## src/rtl/gnn_input_loader.sv

```systemverilog
// rtl/gnn_input_loader.sv - collects a 40-word operand stream into stable feature/weight buses
// Frames are held for the GNN top until all output-ready flags return, then a fixed gap re-opens the stream.
module gnn_input_loader #(
    parameter int DW          = 5,
    parameter int N_FEAT      = 16,
    parameter int N_WGT       = 24,
    parameter int HOLD_CYCLES = 5,
    parameter int TIMEOUT     = 32
) (
    input  logic                   clk,
    input  logic                   rst_n,
    input  logic                   s_valid,
    input  logic [DW-1:0]          s_data,
    input  logic                   s_last,
    output logic                   s_ready,
    output logic [N_FEAT*DW-1:0]   x_flat,
    output logic [N_WGT*DW-1:0]    w_flat,
    output logic                   in_ready,
    input  logic [7:0]             out_rdy,
    output logic                   frame_done,
    output logic                   frame_err,
    output logic                   timeout
);

    localparam int N_TOT = N_FEAT + N_WGT;
    localparam int IW    = $clog2(N_TOT);
    localparam int XW    = $clog2(N_FEAT);
    localparam int WW    = $clog2(N_WGT);
    localparam int TW    = $clog2(TIMEOUT);
    localparam int HW    = $clog2(HOLD_CYCLES);

    typedef enum logic [1:0] {
        S_LOAD  = 2'd0,
        S_ARMED = 2'd1,
        S_DRAIN = 2'd2
    } state_t;

    state_t          r_state;
    state_t          w_state_nxt;
    logic [IW-1:0]   r_idx;
    logic [TW-1:0]   r_cnt;
    logic [HW-1:0]   r_hcnt;
    logic            r_in_ready;
    logic            r_frame_done;
    logic            r_frame_err;
    logic            r_timeout;
    logic [DW-1:0]   r_x [N_FEAT];
    logic [DW-1:0]   r_w [N_WGT];

    logic            w_accept;
    logic            w_store;
    logic            w_err;
    logic            w_done;
    logic            w_tmo;
    logic            w_at_end;
    logic            w_is_feat;
    logic [XW-1:0]   w_xi;
    logic [WW-1:0]   w_wi;

    assign w_at_end  = (r_idx == IW'(N_TOT - 1));
    assign w_is_feat = (r_idx < IW'(N_FEAT));
    assign w_xi      = XW'(r_idx);
    assign w_wi      = WW'(r_idx - IW'(N_FEAT));

    // Gated by rst_n so the port reads 0 for the whole time reset is held.
    assign s_ready    = rst_n && (r_state == S_LOAD);
    assign in_ready   = r_in_ready;
    assign frame_done = r_frame_done;
    assign frame_err  = r_frame_err;
    assign timeout    = r_timeout;

    always_ff @(posedge clk or negedge rst_n) begin
        if (!rst_n) begin
            r_state <= S_LOAD;
        end else begin
            r_state <= w_state_nxt;
        end
    end

    always_comb begin
        w_state_nxt = r_state;
        w_accept    = 1'b0;
        w_store     = 1'b0;
        w_err       = 1'b0;
        w_done      = 1'b0;
        w_tmo       = 1'b0;
        case (r_state)
            S_LOAD: begin
                if (s_valid) begin
                    w_accept = 1'b1;
                    if (s_last && w_at_end) begin
                        w_store     = 1'b1;
                        w_state_nxt = S_ARMED;
                    end else if (s_last || w_at_end) begin
                        w_err = 1'b1;
                    end else begin
                        w_store = 1'b1;
                    end
                end
            end
            S_ARMED: begin
                // A full AND of the flags beats an expiring counter on the same edge.
                if (&out_rdy) begin
                    w_done      = 1'b1;
                    w_state_nxt = S_DRAIN;
                end else if (r_cnt == TW'(TIMEOUT - 1)) begin
                    w_tmo       = 1'b1;
                    w_state_nxt = S_DRAIN;
                end
            end
            S_DRAIN: begin
                if (r_hcnt == HW'(HOLD_CYCLES - 1)) begin
                    w_state_nxt = S_LOAD;
                end
            end
            default: begin
                w_state_nxt = S_LOAD;
            end
        endcase
    end

    always_ff @(posedge clk or negedge rst_n) begin
        if (!rst_n) begin
            r_idx        <= '0;
            r_cnt        <= '0;
            r_hcnt       <= '0;
            r_in_ready   <= 1'b0;
            r_frame_done <= 1'b0;
            r_frame_err  <= 1'b0;
            r_timeout    <= 1'b0;
        end else begin
            if (w_accept) begin
                if (w_err || (w_state_nxt == S_ARMED)) begin
                    r_idx <= '0;
                end else begin
                    r_idx <= r_idx + 1'b1;
                end
            end
            r_cnt        <= (r_state == S_ARMED) ? r_cnt + 1'b1 : '0;
            r_hcnt       <= (r_state == S_DRAIN) ? r_hcnt + 1'b1 : '0;
            r_in_ready   <= (w_state_nxt == S_ARMED);
            r_frame_done <= w_done;
            r_frame_err  <= w_err;
            r_timeout    <= w_tmo;
        end
    end

    always_ff @(posedge clk or negedge rst_n) begin
        if (!rst_n) begin
            for (int i = 0; i < N_FEAT; i++) begin
                r_x[i] <= '0;
            end
            for (int i = 0; i < N_WGT; i++) begin
                r_w[i] <= '0;
            end
        end else if (w_store) begin
            if (w_is_feat) begin
                r_x[w_xi] <= s_data;
            end else begin
                r_w[w_wi] <= s_data;
            end
        end
    end

    for (genvar gi = 0; gi < N_FEAT; gi++) begin : g_x
        assign x_flat[gi*DW +: DW] = r_x[gi];
    end

    for (genvar gi = 0; gi < N_WGT; gi++) begin : g_w
        assign w_flat[gi*DW +: DW] = r_w[gi];
    end

endmodule

```

## config.mk

```make
export PLATFORM = sky130hd
export DESIGN_NAME = gnn_input_loader
export DESIGN_NICKNAME = d
export VERILOG_FILES = /design/src/rtl/gnn_input_loader.sv
export SDC_FILE = /design/constraint.sdc
export NUM_CORES = 1
export LEC_CHECK = 0
export ABC_AREA = 1
export CORE_AREA = 2 2 134 136
export CTS_CLUSTER_DIAMETER = 80
export DETAILED_ROUTE_END_ITERATION = 6
export DIE_AREA = 0 0 136 138
export MAX_ROUTING_LAYER = met4
export PLACE_DENSITY_LB_ADDON = 0.3
export SETUP_SLACK_MARGIN = 0.3
export SKIP_CTS_REPAIR_TIMING = 1
export SYNTH_ARGS = -nofsm -noshare
export SYNTH_HDL_FRONTEND = slang
export SYNTH_SLANG_ARGS = --single-unit
```

## constraint.sdc

```tcl
create_clock -name clk -period 3.4 [get_ports clk]
set_clock_uncertainty 0.15 [all_clocks]
set_input_delay 0.34 -clock clk [delete_from_list [all_inputs] [get_ports clk]]
set_output_delay 0.34 -clock clk [all_outputs]
set_load 0.01 [all_outputs]
```

==> results.sh <==
export IMPL_run_status="finished clean"
export IMPL_yosys_area_share_xor_xnor_pct=0.3828
export IMPL_pin_count=222
export IMPL_post_drt_wl_per_cell_um=17.47
export IMPL_critPathLaunch="r_idx[1]"
export IMPL_netlist_cell_type_count=32
export IMPL_dpl_hpwl_mm=16.93
export IMPL_cts_max_level=1
export IMPL_grt_total_usage_pct=27.76
export IMPL_finalSetupViolations=0
export IMPL_postSynth_topFlopCell="dfrtp_1"
export IMPL_switchingPower_w=0.002059
export IMPL_drv_max_cap_violation_count=0
export IMPL_fmax_mhz=346.6
export IMPL_worst_pin_slew_ns=0.8984
export IMPL_sum_of_negative_setup_slack_ns=0
export IMPL_cts_root_buf="clkbuf_16"
export IMPL_ant_nets=0
export IMPL_global_route_overflow_total=0
export IMPL_static_leakage_power_nw=5.880
export IMPL_critical_path_startpoint_type="flop"
export IMPL_fin_util_pct=70.49
export IMPL_leading_post_synthesis_cells_by_cell_area="dfrtp_1 60%, nand2_1 11%, o21ai_0 5.7%, nand3_1 3.3%, o21ai_1 3.0%"
export IMPL_initial_antenna_violation_count=0
export IMPL_hp_class="in -> async"
export IMPL_postSynthAreaPerCell_um2=9.357
export IMPL_synth_simple_area_share_pct=22.05
export IMPL_synth_seq_cells=220
export IMPL_filler_cell_count=1336
export IMPL_max_slew_margin_rel_pct=40.11
export IMPL_synth_common_cells="269 x nand2_1, 220 x dfrtp_1, 105 x o21ai_0, 73 x inv_1, 64 x nor2_1"
export IMPL_synth_mux_area_share_pct=0
export IMPL_first_pass_grt_wire_length_mm=39.94
export IMPL_synth_top_cell_area_share_pct=60.16
export IMPL_synth_most_common_cell="nand2_1"
export IMPL_crit_path_top_delay_cell="dfrtp_1"
export IMPL_synth_top_area_cell="dfrtp_1"
export IMPL_fin_ws_ns=0.5149
export IMPL_switching_share_pct=28.36
export IMPL_synth_cells=978
export IMPL_slew_viol_final=0
export IMPL_synth_top_family_by_area="simple AND/OR/NAND/NOR gates"
export IMPL_rsz_0062_raised_after_global_routing="false"
export IMPL_critical_path_class="reg -> reg"
export IMPL_crit_path_frequent_cell="nand2_1"
export IMPL_timing_final_hold_violations=0
export IMPL_internal_w=0.005201
export IMPL_regToRegStartpoint="r_idx[1]"
export IMPL_p_seq_share_pct=43.1
export IMPL_p_total_w=0.007260
export IMPL_crit_end="w_flat[4]"
export IMPL_critical_path_arrival_ns=3.12
export IMPL_floorplan_rows=49
export IMPL_core_area_um2=17530
export IMPL_synthToLayoutAreaGrowth_pct=35.06
export IMPL_crit_chain="ha_2 -> inv_1 -> nor3_4 -> ha_1 -> nor2_8 -> inv_1 -> nor2_2 -> buf_4 -> nand2_1 -> nand2_1 -> nand2_1"
export IMPL_clkTransAtPathRegs_ns=0.06
export IMPL_initial_utilization_pct=52.19
export IMPL_reg2reg_depth=11
export IMPL_cts_inserted_buffers=23
export IMPL_drt_iter0_drc=593
export IMPL_vdd_ir_drop_max_v=0.0005304
export IMPL_worstPathBufferInverterCount=3
export IMPL_num_nets_final=1224
export IMPL_totalWireLength_mm=25.19
export IMPL_synth_compound_area_share_pct=10.42
export IMPL_timing_critical_path_to_type="flop"
export IMPL_antenna_diode_count=0
export IMPL_routabilityCongestion=0.8709
export IMPL_power_share_combinational_pct=21.2
export IMPL_critical_path_required_ns=3.63
export IMPL_cts_num_sinks=220
export IMPL_grt_pass1_vias=7284
export IMPL_worst_skew_pair_late_latency_ns=0.51
export IMPL_synthArstFlopShare_pct=100.0
export IMPL_clk_path_buf_depth=3
export IMPL_worst_path_largest_cell_delay_ns=0.41
export IMPL_post_synth_instance_area_um2=9151
export IMPL_detail_route_vias_per_cell=5.268
export IMPL_rrSetupSlack_ns=0.51
export IMPL_die_w_um=136
export IMPL_drive_above_1_share_pct=8.162
export IMPL_post_route_min_period_ns=2.885
export IMPL_post_route_period_util_pct=84.86
export IMPL_worst_path_max_fanout=26
export IMPL_yosysSeqAreaShare_pct=60.16
export IMPL_cellPowerDensity_nw_per_um2=587.4
export IMPL_floorplan_die_area_um2=18770
export IMPL_path_delay_family="simple AND/OR/NAND/NOR gates"
export IMPL_cp_depth=11
export IMPL_grt_start_max_net_pins=75
export IMPL_drt_first_pass_iters=7
export IMPL_crit_reg2reg_capture="w_flat[4]"
export IMPL_syn_num_nets=1004
export IMPL_dp_slack_ns=0.3513
export IMPL_vias_after_detailed_routing=7597
export IMPL_route_detailed_drc=0
export IMPL_cts_tree="built"
export IMPL_io_buffers=221
export IMPL_yosysWarningCount=0
export IMPL_synth_edf_count=0
export IMPL_die_h_um=138
export IMPL_clkPwrFrac_pct=35.7
export IMPL_synth_adder_area_share_pct=1.231
## per-stage QoR
stage	hold slack, ns	instances	instance area (µm²)
3_5_place_dp	0.09522	1401	11540
2_1_floorplan	-0.1056	978	9151
6_report	0.1589	1442	12360
3_3_place_gp	0.09448	1401	11540
5_1_grt	0.1848	1442	12360
4_1_cts	-0.4311	1441	12320
## worst min-delay path by stage
stage	start	to	slack, ns	cells past startpoint
3_5_place_dp	rst_n	x_flat[11]	0.1	1
6_report	rst_n	x_flat[11]	0.16	2
5_1_grt	rst_n	x_flat[11]	0.18	2
2_1_floorplan	rst_n	frame_done	-0.11	0
3_3_place_gp	rst_n	x_flat[11]	0.09	1
4_1_cts	rst_n	r_idx[2]	-0.43	1
## state kept, by name, indices dropped and copies added, names as in the netlist
signal / flops
timeout: 1
frame_err: 1
r_idx: 6
r_cnt: 5
frame_done: 1
r_state: 2
x_flat: 80
r_hcnt: 3
w_flat: 120
in_ready: 1
## worst reg2reg max path, stage by stage (launching register included)
cell     delay (ns)
dfrtp_1        0.41
ha_2           0.27
inv_1          0.12
nor3_4         0.29
ha_1           0.37
nor2_8         0.19
inv_1          0.21
nor2_2         0.17
buf_4          0.28
nand2_1        0.17
nand2_1        0.09
nand2_1        0.05
## area by class of cell
cell class                 instances  area (µm²)  area share [%]
clock inverter                    11       141.4           1.144
clock buffer                      29       638.1           5.163
timing repair buffer             236        2340           18.93
tap                              229       286.5           2.318
sequential                       220        5505           44.54
multi-input combinational        636        3141           25.41
inverter                          81       307.8           2.490
## layer usage
metal,routed length [µm],track usage [%],part of all wire (%)
met1,10360,35.76,41
met2,12450,45.41,49
met3,1821,5.061,7.2
met4,561,7.511,2.2
met5,0,-,0
## placed cells by master, fill, tap and decap left out, drive strengths merged, types with 3 or more instances in the layout
| master | netlist | final |
|---|---|---|
| nand2 | 272 | 272 |
| dfrtp | 220 | 220 |
| clkdlybuf4s50 | 0 | 220 |
| o21ai | 160 | 160 |
| nand3 | 80 | 80 |
| inv | 77 | 77 |
| nor2 | 75 | 75 |
| a21oi | 29 | 29 |
| clkbuf | 29 | 29 |
| buf | 12 | 15 |
| ha | 9 | 9 |
| clkinv | 4 | 8 |
| clkinvlp | 0 | 4 |
| bufinv | 0 | 3 |
| nand4 | 3 | 3 |
## power by group through the flow
stage / registers (W) / clock network (W) / logic [W]
2_1_floorplan: 0.00329 / 0 / 0.000501
3_3_place_gp: 0.00316 / 0 / 0.00149
3_5_place_dp: 0.00317 / 0 / 0.00153
4_1_cts: 0.00313 / 0.00262 / 0.00154
5_1_grt: 0.00317 / 0.00275 / 0.00165
6_report: 0.00313 / 0.00259 / 0.00154
## logic make-up (layout without fill, tap and decap cells)
group                    Yosys count  after routing
AND/OR/NAND/NOR                  433            433
flip-flops                       220            220
AO/OA/AOI/OAI                    190            190
buffers and inverters            122            357
adder cells (fa/ha/maj)            9              9
XOR/XNOR                           4              4
Power figures use the tool's default switching activity.
